$ cat src/rtl/pwm_cfg_arbiter.sv
// pwm_cfg_arbiter: round-robin sequencer that shares one pwm_controller
// between NREQ requesters. Each granted command (SET new PERIOD/DUTY, or
// STOP) is issued to the controller as a one-cycle pulse. The block then
// waits for the controller's RDY (or a timeout) and acknowledges the
// requester.
//
// Optional build macro: PWM_CFG_CHECK_EN. When it is defined, a SET whose
// PERIOD is 0, whose DUTY is 0, or whose DUTY exceeds PERIOD is rejected at
// grant time. The controller is left untouched, and ACK pulses together
// with ERR. When the macro is undefined, every command is forwarded and ERR
// stays 0.
module pwm_cfg_arbiter #(
  parameter int NREQ   = 4,
  parameter int DW     = 8,
  parameter int TO_CYC = 255
) (
  input  logic                 clk_i,
  input  logic                 rst_ni,
  input  logic [NREQ-1:0]      req_i,
  input  logic [NREQ-1:0]      req_op_i,
  input  logic [DW*NREQ-1:0]   req_period_i,
  input  logic [DW*NREQ-1:0]   req_duty_i,
  output logic [NREQ-1:0]      ack_o,
  output logic [NREQ-1:0]      owner_o,
  output logic                 busy_o,
  output logic                 timeout_o,
  output logic                 err_o,
  input  logic                 pwm_rdy_i,
  output logic                 pwm_set_o,
  output logic                 pwm_stop_o,
  output logic [DW-1:0]        pwm_period_o,
  output logic [DW-1:0]        pwm_duty_o
);

  localparam int IW = $clog2(NREQ);
  localparam int CW = 16;

  typedef enum logic [1:0] {
    S_IDLE  = 2'd0,
    S_ISSUE = 2'd1,
    S_WAIT  = 2'd2,
    S_DONE  = 2'd3
  } state_e;

  state_e state_q, state_d;

  // Registered outputs and command context.
  logic [NREQ-1:0] ack_q, ack_d;
  logic [NREQ-1:0] owner_q, owner_d;
  logic            busy_q, busy_d;
  logic            timeout_q, timeout_d;
  logic            err_q, err_d;
  logic            set_q, set_d;
  logic            stop_q, stop_d;
  logic [DW-1:0]   period_q, period_d;
  logic [DW-1:0]   duty_q, duty_d;
  logic [IW-1:0]   ptr_q, ptr_d;
  logic [IW-1:0]   gnt_q, gnt_d;
  logic            op_q, op_d;
  logic [CW-1:0]   cnt_q, cnt_d;

  // Per-requester config viewed as arrays for indexed selection.
  logic [DW-1:0]   per_arr  [NREQ];
  logic [DW-1:0]   duty_arr [NREQ];

  for (genvar g = 0; g < NREQ; g++) begin : g_unpack
    assign per_arr[g]  = req_period_i[DW*g +: DW];
    assign duty_arr[g] = req_duty_i[DW*g +: DW];
  end

  // One-hot encode of a requester index.
  function automatic logic [NREQ-1:0] onehot(input logic [IW-1:0] idx);
    logic [NREQ-1:0] v;
    v      = '0;
    v[idx] = 1'b1;
    return v;
  endfunction

`ifdef PWM_CFG_CHECK_EN
  // A SET config the controller must never see.
  function automatic logic cfg_invalid(input logic [DW-1:0] per,
                                       input logic [DW-1:0] dut);
    return (per == '0) || (dut == '0) || (dut > per);
  endfunction
`endif

  // Round-robin search: first requester after the pointer, wrapping.
  logic [IW-1:0] gnt_idx;
  logic          gnt_vld;

  // Combinational round-robin winner selection.
  always_comb begin : arb
    logic [IW-1:0] cand;
    gnt_idx = '0;
    gnt_vld = 1'b0;
    cand    = ptr_q;
    for (int i = 0; i < NREQ; i++) begin
      cand = (cand == IW'(NREQ - 1)) ? '0 : cand + 1'b1;
      if (!gnt_vld && req_i[cand]) begin
        gnt_vld = 1'b1;
        gnt_idx = cand;
      end
    end
  end

  // Rejection of the candidate command (SET only, never STOP).
  logic reject;

  // Config legality check of the current arbitration winner.
  always_comb begin
`ifdef PWM_CFG_CHECK_EN
    reject = !req_op_i[gnt_idx] && cfg_invalid(per_arr[gnt_idx], duty_arr[gnt_idx]);
`else
    reject = 1'b0;
`endif
  end

  // WAIT exit conditions. RDY is ignored in the first WAIT cycle because the
  // controller may not have dropped it yet in response to the pulse.
  logic [CW-1:0] cnt_inc;
  logic          wait_rdy;
  logic          wait_to;

  assign cnt_inc  = cnt_q + 1'b1;
  assign wait_rdy = pwm_rdy_i && (cnt_q != '0);
  assign wait_to  = !wait_rdy && (cnt_inc == CW'(TO_CYC));

  // State register.
  always_ff @(posedge clk_i or negedge rst_ni) begin
    if (!rst_ni) begin
      state_q <= S_IDLE;
    end else begin
      state_q <= state_d;
    end
  end

  // Next-state logic.
  always_comb begin
    state_d = state_q;
    case (state_q)
      S_IDLE: begin
        if (gnt_vld && pwm_rdy_i) begin
          state_d = reject ? S_DONE : S_ISSUE;
        end
      end
      S_ISSUE: state_d = S_WAIT;
      S_WAIT: begin
        if (wait_rdy || wait_to) begin
          state_d = S_DONE;
        end
      end
      S_DONE:  state_d = S_IDLE;
      default: state_d = S_IDLE;
    endcase
  end

  // Output and context next values. Pulses default low; held values default
  // to their current contents.
  always_comb begin
    ack_d     = '0;
    timeout_d = 1'b0;
    err_d     = 1'b0;
    set_d     = 1'b0;
    stop_d    = 1'b0;
    owner_d   = owner_q;
    period_d  = period_q;
    duty_d    = duty_q;
    ptr_d     = ptr_q;
    gnt_d     = gnt_q;
    op_d      = op_q;
    cnt_d     = cnt_q;
    busy_d    = (state_d != S_IDLE);

    case (state_q)
      S_IDLE: begin
        if (state_d != S_IDLE) begin
          ptr_d = gnt_idx;
          gnt_d = gnt_idx;
          op_d  = req_op_i[gnt_idx];
          if (reject) begin
            // Rejected SET: acknowledge at once, controller untouched.
            ack_d = onehot(gnt_idx);
            err_d = 1'b1;
          end else begin
            period_d = per_arr[gnt_idx];
            duty_d   = duty_arr[gnt_idx];
            set_d    = !req_op_i[gnt_idx];
            stop_d   = req_op_i[gnt_idx];
          end
        end
      end
      S_ISSUE: begin
        cnt_d = '0;
      end
      S_WAIT: begin
        cnt_d = cnt_inc;
        if (state_d == S_DONE) begin
          // Ownership follows the command even when RDY never came back.
          ack_d     = onehot(gnt_q);
          timeout_d = wait_to;
          owner_d   = op_q ? '0 : onehot(gnt_q);
        end
      end
      default: ;
    endcase
  end

  // Output and context registers.
  always_ff @(posedge clk_i or negedge rst_ni) begin
    if (!rst_ni) begin
      ack_q     <= '0;
      owner_q   <= '0;
      busy_q    <= 1'b0;
      timeout_q <= 1'b0;
      err_q     <= 1'b0;
      set_q     <= 1'b0;
      stop_q    <= 1'b0;
      period_q  <= '0;
      duty_q    <= '0;
      ptr_q     <= IW'(NREQ - 1);
      gnt_q     <= '0;
      op_q      <= 1'b0;
      cnt_q     <= '0;
    end else begin
      ack_q     <= ack_d;
      owner_q   <= owner_d;
      busy_q    <= busy_d;
      timeout_q <= timeout_d;
      err_q     <= err_d;
      set_q     <= set_d;
      stop_q    <= stop_d;
      period_q  <= period_d;
      duty_q    <= duty_d;
      ptr_q     <= ptr_d;
      gnt_q     <= gnt_d;
      op_q      <= op_d;
      cnt_q     <= cnt_d;
    end
  end

  assign ack_o        = ack_q;
  assign owner_o      = owner_q;
  assign busy_o       = busy_q;
  assign timeout_o    = timeout_q;
  assign err_o        = err_q;
  assign pwm_set_o    = set_q;
  assign pwm_stop_o   = stop_q;
  assign pwm_period_o = period_q;
  assign pwm_duty_o   = duty_q;

endmodule

$ cat config.mk
export PLATFORM = sky130hd
export DESIGN_NAME = pwm_cfg_arbiter
export DESIGN_NICKNAME = d
export VERILOG_FILES = /design/src/rtl/pwm_cfg_arbiter.sv
export SDC_FILE = /design/constraint.sdc
export NUM_CORES = 1
export LEC_CHECK = 0
export BUFFER_PORTS_ARGS = -buffer_cell sky130_fd_sc_hd__buf_2
export CAP_MARGIN = 40
export CORE_ASPECT_RATIO = 0.7
export CORE_MARGIN = 2
export CORE_UTILIZATION = 35
export DETAILED_ROUTE_END_ITERATION = 7
export PLACE_DENSITY_LB_ADDON = 0.25
export SLEW_MARGIN = 20
export SYNTH_ARGS = -nofsm -noshare
export SYNTH_HDL_FRONTEND = slang
export SYNTH_SLANG_ARGS = --single-unit
$ cat constraint.sdc
create_clock -name clk_i -period 2.6 [get_ports clk_i]
set_input_delay 0.26 -clock clk_i [delete_from_list [all_inputs] [get_ports clk_i]]
set_output_delay 0.26 -clock clk_i [all_outputs]
set_load 0.01 [all_outputs]
# After elaboration in Yosys (flattened, before gate mapping)
# Index checks and enable logic that the tools add are counted.
[word_totals]
reg_bits = 51
in_bits = 75
[op_classes]
add_sub_neg = 5
magnitude_cmp = 8
eq_ne = 9
muxes = 43
bitwise = 1
n_reduce_logical = 19
[op_table]
columns = ["cell", "n"]
rows = [
  ["binary-select mux 8 bit (select 2 bit)", 2],
  ["two-way mux 8 bit", 4],
  ["case mux 16 bit (2 select lines)", 1],
  ["two-way mux 2 bit", 10],
  ["less-than comparator 2 x 3 -> 1 bit (second input constant)", 6],
  ["adder 16 x 1 -> 16 bit (second input constant)", 1],
  ["equality test 16 x 8 -> 1 bit (second input constant)", 1],
  ["two-way mux 1 bit", 16],
  ["nonzero test 16 bit", 1],
  ["equality test 2 bit (second input constant)", 7],
  ["two-way mux 4 bit", 3],
  ["binary-select mux 1 bit (select 2 bit)", 5],
  ["adder 2 x 1 -> 2 bit (second input constant)", 4],
  ["case mux 2 bit (4 select lines)", 1],
  ["logical AND 1 bit", 7],
  ["logical NOT 1 bit", 5],
  ["AND reduction 2 bit", 2],
  ["nonzero test 2 bit", 2],
  [">= comparator 3 bit (second input constant)", 1],
  ["NOT 2 -> 3 bit", 1],
  ["demux 1 bit (select 2 bit)", 1],
  ["equality test 2 x 1 -> 1 bit (second input constant)", 1],
  [">= comparator 2 x 1 -> 1 bit (second input constant)", 1],
  ["logical NOT 2 bit", 1],
  ["logical OR 1 bit", 1],
]

# Longest topological paths before layout
[depth]
depth_word = 20
ltp_mapped = 9
mapped_depth_nobuf = 7

# Worst setup path after synthesis
# OpenSTA, ideal clock, no wires.
[synth_path]
kind = "reg2reg"
startpoint = "reg cnt_q[1]"
endpoint = "reg owner_q[0] (netlist: owner_o[0])"
setup_time_ns = 0.101
t_arrival_ns = 2.203
required_time_ns = 2.499
slack_ns = 0.296
stages_incl_launch_ff = 9
n_path_buf = 1
synth_period_minus_slack_ns = 2.304
path_cell_list = "dfrtp_1 > ha_1 > nand4_1 > nor3_1 > mux2i_1 > a2bb2oi_1 > o31a_1 > buf_6 > o32ai_1"
[synth_via]
elab_chain_len = 9
word_cells_on_any_way = 11
cone_classes = "add/sub: 1; eq/ne: 2; mux: 2; reduce/logical: 6"
[synth_rtl]
columns = ["element", "line_no", "text"]
rows = [
  ["start: declaration", "60", "logic [CW-1:0] cnt_q, cnt_d;"],
  ["start signal: assignment", "237", "cnt_q <= cnt_d;"],
  ["parallel branches: the longest is 4 deep, another holds adder 16 x 1 -> 16 bit", "n/a", ""],
  ["logical OR 1 bit *", "148", "if (wait_rdy || wait_to) begin"],
  ["two-way mux 2 bit *", "148", ""],
  ["case mux 2 bit (4 select lines) *", "140", "case (state_q)"],
  ["equality test 2 bit *", "197", "if (state_d == S_DONE) begin"],
  ["AND reduction 2 bit (no source line) *", "n/a", ""],
  ["end signal: assignment", "226", "owner_q <= owner_d;"],
  ["end: declaration", "49", "logic [NREQ-1:0] owner_q, owner_d;"],
]
# Every way passes the cells marked *.
# A chain may end at the register's enable or synchronous reset.

# Worst setup path after layout
[layout_path]
startpoint = "reg ptr_q[0]"
endpoint = "reg duty_q[1] (netlist: pwm_duty_o[1])"
[layout_via]
elab_chain_len = 19
word_cells_on_any_way = 43
cone_classes = "add/sub: 4; eq/ne: 4; mux: 25; bitwise: 1; reduce/logical: 9"
[layout_rtl]
columns = ["element", "line_no", "text"]
rows = [
  ["start: declaration", "57", "logic [IW-1:0] ptr_q, ptr_d;"],
  ["start signal: assignment", "220", "ptr_q <= IW'(NREQ - 1);"],
  ["start signal: assignment", "234", "ptr_q <= ptr_d;"],
  ["adder 2 x 1 -> 2 bit or equality test 2 bit (tied branches)", "98", "cand = (cand == IW'(NREQ - 1)) ? '0 : cand + 1'b1;"],
  ["two-way mux 2 bit *", "98", ""],
  ["parallel branches: the longest is 17 deep, another holds adder 2 x 1 -> 2 bit", "n/a", ""],
  ["end signal: assignment", "233", "duty_q <= duty_d;"],
  ["end: declaration", "56", "logic [DW-1:0] duty_q, duty_d;"],
]
# Every way passes the cells marked *. The select of a mux whose other input is x is not followed.

==> run summary <==
SYNTHESIS
------------------------------------------------------------------------------------------
Main combinational cell family by area after synthesis                        simple AND/OR/NAND/NOR gates
Synth Area in XOR/XNOR                                                              0.825%
Ys async rst share                                                                    100%
Yosys top cell area share                                                            38.5%
Number of enable-type register cells in the synthesized netlist                          0
Post-synthesis share of cell area spent on and, or, nand and nor gates               19.6%
Flip-flop cell with the highest count after synthesis                         sky130_fd_sc_hd__dfrtp_1
Gate Count Post-Synth                                                                  334
Area fraction in compound gates after synthesis                                      18.2%
Library cell occupying the most area in the post-synthesis netlist            sky130_fd_sc_hd__dfrtp_1
Share of synthesized cell area in full adder, half adder and majority cells          2.36%
Post-synth top cells                                                          49 x sky130_fd_sc_hd__dfrtp_1, 39 x sky130_fd_sc_hd__nand2_1, 34 x sky130_fd_sc_hd__mux2i_1
Number of distinct standard cells referenced by the synthesized netlist                 55
Top cells by area, synth                                                      sky130_fd_sc_hd__dfrtp_1 39%, sky130_fd_sc_hd__mux2i_1 11%, sky130_fd_sc_hd__nand2_1 4.6%
Post-synthesis sequential area ratio                                                 40.2%
Syn. warnings                                                                            0
Proportion of synthesized area in mux cells                                          12.5%
Post-Synthesis Mean Instance Area                                                 9.53 um2
Most used standard cell by instance count after synthesis                     sky130_fd_sc_hd__dfrtp_1
Area of the mapped netlist                                                     0.00318 mm2
Post-Syn Nets                                                                          415
Seq cells post-synth                                                                    51

POWER
------------------------------------------------------------------------------------------
Pwr/cell area                                                                  1040 mW/mm2
Fraction of power consumed by the clock network                                      15.5%
Maximum vdd drop                                                                  0.665 mV
Share of total power in sequential cells                                             28.8%
Net Sw Power                                                                       1.78 mW
Comb pwr share                                                                       55.7%
Static leakage                                                                     1.90 nW
Net switching share of the total power                                               42.2%
Power Internal                                                                     2.43 mW

ROUTING
------------------------------------------------------------------------------------------
Detail-routed net length per standard cell                                         15.0 um
DRC                                                                                      0
Number of iterations in the first detailed-routing pass                                  5
Post-detailed-route count of antenna-violating nets                                      0
DRT Wirelength                                                                     8460 um
Number of violations reported at the end of detailed-routing iteration 0               180
Vias per inst                                                                         5.29
Number of vias in the routed layout                                                   2984

CLOCK NETWORK
------------------------------------------------------------------------------------------
Clock Latency Late Sink                                                            0.29 ns
Clock slew seen by the registers of the worst setup and hold paths                 0.07 ns
CTS H-tree depth                                                                         2
Sinks on the clock net                                                                  51
Root buffer cell                                                              sky130_fd_sc_hd__clkbuf_16
Longest Clk Path Bufs                                                                    2
Total CTS buffers                                                                        5
CTS tree                                                                             built

GLOBAL ROUTE
------------------------------------------------------------------------------------------
Global-route wire length before repair                                            14000 um
Pin count of the biggest net entering global routing                                    33
Initial antenna violation count                                                          0
Via count of the first global-routing pass                                            2799
Remaining Overflow, GRT                                                                  0
All-Layer GR Usage                                                                   17.3%

WORST SETUP PATH
------------------------------------------------------------------------------------------
Classification of the worst setup path                                        register to register
Reg-to-Reg Start                                                              ptr_q[0]$_DFFE_PN1P_
Data required time of the worst path                                               2.75 ns
Category of the worst setup path capture point                                    register
Largest fanout of any net on the critical path                                          32
Worst Path Arrival                                                                 2.61 ns
Startpoint Class                                                                  register
Startpoint of the worst setup timing path                                     ptr_q[0]$_DFFE_PN1P_

FINAL LAYOUT
------------------------------------------------------------------------------------------
Fraction of final layout cells with drive strength greater than 1                    33.6%
Number of antenna cells inserted                                                         0
Post-synthesis to final-layout area growth                                           26.9%
Fill cell instance count of the final layout                                           869
Post-layout nets                                                                       520

TIMING
------------------------------------------------------------------------------------------
Crit share post-route                                                                94.7%
Highest clock rate                                                               0.406 GHz
Post-route worst setup slack                                                      0.138 ns
Worst Hold Slack                                                                  0.274 ns
Count of final max-slew check failures                                                   0
Final-report hold violation count                                                        0
Min cycle time layout                                                              2.46 ns
Final Setup Violations                                                                   0
Setup repair after global routing missed its margin                                     no
Setup TNS                                                                             0 ns
Slew of the pin with the lowest slew margin                                       0.611 ns
Worst slew margin relative to its limit                                              59.3%
Worst clock skew                                                                0.00833 ns

HOLD PATH
------------------------------------------------------------------------------------------
Worst hold-check path type                                                    input port to register
Hold path startpoint                                                          req_duty_i[8]

FLOW RUN
------------------------------------------------------------------------------------------
Count of maximum capacitance violations                                                  0

FLOORPLANNING
------------------------------------------------------------------------------------------
Cell Rows                                                                               29
Overall die area                                                               0.00989 mm2
Core Footprint                                                                 0.00896 mm2
Top-Level Pins                                                                         104
Overall die height                                                                 83.8 um
Horizontal die dimension                                                            118 um
Starting density of the core                                                         35.5%

PLACEMENT
------------------------------------------------------------------------------------------
Number of port buffers                                                                 102
Worst setup slack after placement                                                 0.138 ns
Final weighted congestion of routability-driven global placement                     0.867
Half-perimeter wire length after placement                                         6350 um

STATUS
------------------------------------------------------------------------------------------
Run status                                                                       completed

==> per-layer routing <==
layer  GRT usage, %  part of all wire, %  vias up
met5              0                    0        -
met4           4.49                 0.90        0
met3           3.28                  4.6        8
met2           23.7                   43       83
met1           27.5                   52     1434
li1               -                    -     1459
==> stage by stage <==
step           cell area, um2  cells  total power [mW]  util (%)
2_1_floorplan            3180    334              2.92         -
3_3_place_gp             3890    555              3.52      43.4
3_5_place_dp             3890    555              3.56      43.4
4_1_cts                  4040    564              4.23      45.1
5_1_grt                  4040    564              4.53      45.1
6_report                 4040    564              4.21      45.1
==> placed cells by master, fill, tap and decap left out, drive strengths merged, types with 6 or more instances in the layout <==
cell type and instances:
a21oi 10, buf 120, clkbuf 6, dfrtp 49, ha 6, inv 19
mux2i 34, nand2 39, nand3 10, nand4 10, nor2 14, nor4 6
o21ai 23, o221ai 16, o22ai 8
==> state kept, by name, summed over array words and instances (netlist names), 2 cells and up <==
| signal | flops |
|---|---|
| cnt_q | 16 |
| ack_o | 4 |
| gnt_q | 2 |
| ptr_q | 2 |
| owner_o | 4 |
| state_q | 2 |
| pwm_period_o | 8 |
| pwm_duty_o | 8 |
==> logic make-up after synthesis <==
family / after synthesis
compound gates: 84
fa+ha+maj: 6
flops: 51
mux: 38
simple gates: 109
buf+inv: 42
other cells: 1
xor+xnor: 3
==> area by class of cell <==
type	instances	area, um2	share of cell area (%)
well taps	124	155	3.84
inverters	19	71.3	1.76
repair buffers	121	681	16.8
clock inverters	2	12.5	0.310
multi-input cells	241	1710	42.4
flip-flops and latches	51	1280	31.6
clock buffers	6	129	3.19
==> power by group through the flow <==
| stage | registers (mW) | clock network, mW | logic [mW] |
|---|---|---|---|
| after floorplan | 1.27 | 0 | 1.65 |
| after global placement | 1.21 | 0 | 2.30 |
| after detailed placement | 1.22 | 0 | 2.34 |
| after CTS | 1.21 | 0.673 | 2.35 |
| after global routing | 1.25 | 0.707 | 2.58 |
| final | 1.21 | 0.653 | 2.34 |
==> final timing paths <==
check	endpoint	slack (ns)	cells past startpoint
min reg2reg	ptr_q[1]$_DFFE_PN1P_	0.48	2
max in group asynchronous	owner_o[3]$_DFFE_PN0P_	1.52	3
min in group asynchronous	cnt_q[0]$_DFFE_PN0P_	0.51	2
max	pwm_duty_o[1]$_DFFE_PN0P_	0.14	8
min	pwm_duty_o[0]$_DFFE_PN0P_	0.27	3
max reg2reg	pwm_duty_o[1]$_DFFE_PN0P_	0.14	8
==> worst max-delay path: stages (launching register included) <==
cell	delay, ns
sky130_fd_sc_hd__dfstp_2	0.62
sky130_fd_sc_hd__ha_2	0.26
sky130_fd_sc_hd__inv_1	0.07
sky130_fd_sc_hd__a211o_1	0.25
sky130_fd_sc_hd__a32oi_1	0.19
sky130_fd_sc_hd__o211a_2	0.27
sky130_fd_sc_hd__buf_12	0.25
sky130_fd_sc_hd__mux2i_1	0.23
sky130_fd_sc_hd__o221ai_1	0.15
==> what timing repair did <==
item / 4_1_cts / 5_1_grt
gates resized for setup: 0 / 3
setup buffers: 0 / 0
endpoints found under the setup margin: 0 / 17
hold endpoints to repair: 5 / 0
hold buffers: 1 / 0
No activity file was read; power rests on OpenSTA's default activity.
